### src/rtl/btn_pkg.sv
// Shared types for the pushbutton input path: debounce FSM states and counter width.
package btn_pkg;

  localparam int CNT_W = 32;

  typedef enum logic [1:0] {
    IDLE,
    PRESS_WAIT,
    PRESSED,
    RELEASE_WAIT
  } btn_state_t;

endpackage

### src/rtl/sync_2ff.sv
// Generic 1-bit two-flop synchronizer for asynchronous pin inputs.
module sync_2ff #(
  parameter logic RESET_VAL = 1'b0
) (
  input  logic clk,
  input  logic rst,
  input  logic i_d,
  output logic o_q
);

  logic r_meta;
  logic r_sync;

  always_ff @(posedge clk) begin
    if (rst) begin
      r_meta <= RESET_VAL;
      r_sync <= RESET_VAL;
    end else begin
      r_meta <= i_d;
      r_sync <= r_meta;
    end
  end

  assign o_q = r_sync;

endmodule

### src/rtl/button_debounce.sv
// Debounces a raw pushbutton into a clean level plus press, release and long-press pulses.
// Cycle counting mirrors the LED blink driver so both blocks scale with the same clock.
module button_debounce #(
  parameter int unsigned DEBOUNCE_CYCLES   = 1_000_000,
  parameter int unsigned LONG_PRESS_CYCLES = 100_000_000,
  parameter bit          ACTIVE_LOW        = 1'b0
) (
  input  logic       clk,
  input  logic       rst,
  input  logic       btn_in,
  output logic       btn_level,
  output logic       press_pulse,
  output logic       release_pulse,
  output logic       long_press_pulse,
  output logic [7:0] press_count
);

  import btn_pkg::*;

  localparam logic [CNT_W-1:0] DEB_LAST  = CNT_W'(DEBOUNCE_CYCLES - 1);
  localparam logic [CNT_W-1:0] LONG_LAST = CNT_W'(LONG_PRESS_CYCLES - 1);

  logic             w_btnRaw;
  logic             w_btnSync;
  btn_state_t       r_state;
  logic [CNT_W-1:0] r_cnt;
  logic [CNT_W-1:0] r_hold;
  logic             r_longDone;

  assign w_btnRaw = ACTIVE_LOW ? ~btn_in : btn_in;

  sync_2ff #(
    .RESET_VAL(1'b0)
  ) u_sync (
    .clk(clk),
    .rst(rst),
    .i_d(w_btnRaw),
    .o_q(w_btnSync)
  );

  // A bounce back into PRESSED keeps r_hold, so a long press only stretches by the bounce.
  always_ff @(posedge clk) begin
    if (rst) begin
      r_state          <= IDLE;
      r_cnt            <= '0;
      r_hold           <= '0;
      r_longDone       <= 1'b0;
      btn_level        <= 1'b0;
      press_pulse      <= 1'b0;
      release_pulse    <= 1'b0;
      long_press_pulse <= 1'b0;
      press_count      <= '0;
    end else begin
      press_pulse      <= 1'b0;
      release_pulse    <= 1'b0;
      long_press_pulse <= 1'b0;
      case (r_state)
        IDLE: begin
          if (w_btnSync) begin
            r_state <= PRESS_WAIT;
            r_cnt   <= CNT_W'(1);
          end
        end
        PRESS_WAIT: begin
          if (!w_btnSync) begin
            r_state <= IDLE;
          end else if (r_cnt == DEB_LAST) begin
            r_state     <= PRESSED;
            btn_level   <= 1'b1;
            press_pulse <= 1'b1;
            press_count <= press_count + 8'd1;
            r_hold      <= '0;
            r_longDone  <= 1'b0;
          end else begin
            r_cnt <= r_cnt + CNT_W'(1);
          end
        end
        PRESSED: begin
          if (!w_btnSync) begin
            r_state <= RELEASE_WAIT;
            r_cnt   <= CNT_W'(1);
          end else if (!r_longDone) begin
            if (r_hold == LONG_LAST) begin
              long_press_pulse <= 1'b1;
              r_longDone       <= 1'b1;
            end else begin
              r_hold <= r_hold + CNT_W'(1);
            end
          end
        end
        RELEASE_WAIT: begin
          if (w_btnSync) begin
            r_state <= PRESSED;
          end else if (r_cnt == DEB_LAST) begin
            r_state       <= IDLE;
            btn_level     <= 1'b0;
            release_pulse <= 1'b1;
          end else begin
            r_cnt <= r_cnt + CNT_W'(1);
          end
        end
        default: begin
          r_state <= IDLE;
        end
      endcase
    end
  end

endmodule

### config.mk
export PLATFORM = sky130hd
export DESIGN_NAME = button_debounce
export DESIGN_NICKNAME = d
export VERILOG_FILES = /design/src/rtl/btn_pkg.sv /design/src/rtl/sync_2ff.sv /design/src/rtl/button_debounce.sv
export SDC_FILE = /design/constraint.sdc
export NUM_CORES = 1
export LEC_CHECK = 0
export CAP_MARGIN = 20
export CORE_ASPECT_RATIO = 1.4
export CORE_MARGIN = 1.5
export CORE_UTILIZATION = 45
export CTS_BUF_LIST = sky130_fd_sc_hd__clkbuf_8
export DETAILED_ROUTE_END_ITERATION = 8
export PLACE_DENSITY_LB_ADDON = 0.08
export SLEW_MARGIN = 20
export SYNTH_ARGS = -nofsm -noshare
export SYNTH_HDL_FRONTEND = slang
export SYNTH_SLANG_ARGS = --single-unit
### constraint.sdc
create_clock -name clk -period 4 [get_ports clk]
set_input_delay 0.8 -clock clk [delete_from_list [all_inputs] [get_ports clk]]
set_output_delay 0.8 -clock clk [all_outputs]
set_load 0.1 [all_outputs]
==> metrics.txt <==
biggest area consumer among synthesized cells=dfxtp_1; CP max stage delay=1.17 ns; gr usage total=23.3%; CP Max Fanout=6; FMAX=357 MHz; worst path cell trace=clkdlybuf4s50_1; Post-Syn Instances=521; htree depth=3; Seq pwr share=52.8%; post-route antenna net violation count=0; final core utilization=51.1%; Placed Cells=648; hold depth=1; Comb power frac=3.6%; synthesis-to-finish area growth=10.3%; Cell variety after synth=59; post-synth top area share=36.8%; core area=9510 um2; Chip Height=120 um; fin cells=663; clock power share=43.5%; Total Power=1.54 mW; Avg Inst Size Synth=8.47 um2; Mapped Area=4410 um2; Routed Wire Length=11500 um; path depth of the worst reg2reg path=6; TritonCTS buffer count=9; setup violators final=0; chip width=86.7 um; GPL Wtd Cong=0.843; Syn Nets=527; status=finished, final reports clean; R2R Setup Slk=1.53 ns; Critical Path RT=3.20 ns; PostCTS Resize Cnt=0; DIE AREA=10400 um2; worst skew pair latency=0.38 ns; min-delay src=u_sync.r_meta$_SDFF_PP0_; hpwl dp=8060 um; Reg-to-Reg End=r_hold[6]$_SDFFE_PP0P_; routed vias=4067; Pre-Repair DR Iteration Count=5; async set-or-reset flop fraction in the synthesized netlist=0%; worst path bufs/invs=1; Initial Util=46.4%; leakage=1.54 nW; Reg-to-Reg Start=r_hold[3]$_SDFFE_PP0P_; Routed WL per cell=17.4 um; Hold-fix buffers, CTS=0; residual DRC count=0; # rows=42; Antenna Cells=0; internal power=1.17 mW; setup TNS=0 ns; Worst Path Class, Setup=reg2out; area occupied by multi-input gates=2600 um2; Iter 0 DRT Violations=202; Slew Limit Headroom=33.2%; synth warn=0; Final Slew Violations=0; CTS tree=built; CP startpoint kind=flop; total grt overflow=0; initial antenna violation count=0; CTS Sinks=81; largest net degree at the start of global routing=37; power per cell area=317 nW/um2; switching power=371 uW; fillcell total=913; first-pass GRT wire length=19100 um; CTS root buf=clkbuf_8; Seq/Total Area, Yosys=36.8%; Setup Buffers After CTS=0; Net Sw Frac=24.1%; commonest register cell after synthesis=dfxtp_1; Layout Nets=533; worst-margin pin slew=0.999 ns; Crit path arrival time=2.00 ns; Worst Hold Endpoint=u_sync.o_q$_SDFF_PP0_; Min Clock Period, post-route=2.80 ns; PortBufs=14; CTS clk-pin slew, worst paths=0.09 ns; Max-cap violations=0; fin crit share=70.0%; Hold Vio Cnt, Final=0; worst vdd ir=0.000172 V; ranking of synthesized cells by area=dfxtp_1 (37%), nand4_1 (5.4%), xor2_1 (4.2%), nand2_1 (3.8%), nand3_1 (3.6%); vias per cell=6.13; HP Class=reg2reg; ratio of cells with drive above 1 in the final layout=7.53%; number of global-route vias before repair=3877; EDFF count, synth=0; Synth Register Bits=81; CP max stage cell=clkdlybuf4s50_1; Ports=15; clock skew=0.0154 ns; Post-synth top cells=dfxtp_1 (81), nand2_1 (45), nand4_1 (38); family with the most delay on the worst path=buffers and inverters; top-count cell post-synth=dfxtp_1; RSZ-0062 raised after global routing=false; Max Root-Sink Buffers=2; register area=1620 um2; Worst setup EP type=output port
registers in the layout, summed over array words and instances (netlist names), named ones only:
name              cells
btn_level             1
press_pulse           1
r_hold               32
press_count           8
r_state               1
u_sync.r_meta         1
u_sync.o_q            1
r_cnt                32
release_pulse         1
r_longDone            1
long_press_pulse      1
worst max path at each step:
| stage | cells after the start | startpoint | slack [ns] | end |
|---|---|---|---|---|
| floorplan | 4 | press_count[0]$_SDFFE_PP0P_ | 1.95 | press_count[6]$_SDFFE_PP0P_ |
| global placement | 5 | rst | 1.47 | r_hold[3]$_SDFFE_PP0P_ |
| detailed placement | 5 | rst | 1.42 | r_hold[3]$_SDFFE_PP0P_ |
| CTS | 1 | press_count[0]$_SDFFE_PP0P_ | 1.18 | press_count[0] |
| global route | 1 | press_count[0]$_SDFFE_PP0P_ | 1.14 | press_count[0] |
| finish | 1 | press_count[0]$_SDFFE_PP0P_ | 1.20 | press_count[0] |
metal layers:
layer / part of all wire, % / global-route usage, % / vias up
li1: - / - / 1987
met1: 41 / 26.6 / 1952
met2: 52 / 41.0 / 97
met3: 2.7 / 2.34 / 31
met4: 4.1 / 13.9 / 0
met5: 0 / 0 / -
power by group through the flow:
stage	Combinational, mW	Sequential [mW]	Clock, mW
floorplan	0.0287	0.842	0
global placement	0.0544	0.833	0
detailed placement	0.0557	0.833	0
CTS	0.0559	0.814	0.678
global route	0.0595	0.815	0.709
finish	0.0561	0.814	0.670
cell families (layout without fill, tap and decap cells):
logic type	after synthesis	in the layout	share of synthesized area (%)
buffers and inverters	42	52	4.40
xor gates and xnor gates	26	26	5.59
muxes	10	10	2.27
DFF	81	81	36.8
AOI/OAI and AO/OA	83	83	12.7
and+or+nand+nor	276	276	37.4
adders and majority gates	3	3	0.851
worst reg2reg max path: stages, from the launching register on:
cell and delay [ns]:
dfxtp_1 0.66, and3_1 0.32, nand2_1 0.18, nor4_2 0.34
buf_4 0.32, o21ai_1 0.25, a311oi_1 0.31
through the flow:
stage / setup slack [ns] / area [um2] / hold WS, ns
5_1_grt: 1.14 / 4860 / 0.468
3_5_place_dp: 1.42 / 4660 / 0.435
6_report: 1.20 / 4860 / 0.455
2_1_floorplan: 1.95 / 4410 / 0.414
3_3_place_gp: 1.47 / 4660 / 0.441
4_1_cts: 1.18 / 4860 / 0.458
area by class of cell:
cell class | count | area share (%)
Clock buffer | 9 | 2.55
Clock inverter | 6 | 1.75
Inverter | 12 | 0.926
Multi-Input combinational cell | 398 | 53.5
Sequential cell | 81 | 33.3
Tap cell | 132 | 3.40
Timing Repair Buffer | 25 | 4.58
cells in the final DEF (no fill, tap or decap), drive strengths merged, types with 10 or more instances in the layout:
cell type	instances
a21oi	22
o31ai	13
nand2	45
inv	13
nor4	23
xor2	21
nor3	16
nand2b	10
clkdlybuf4s50	14
buf	11
dfxtp	81
mux2i	10
or4	20
nor2	36
o21ai	11
and3	13
nand4	39
nand3	36
Power figures use the tool's default switching activity.
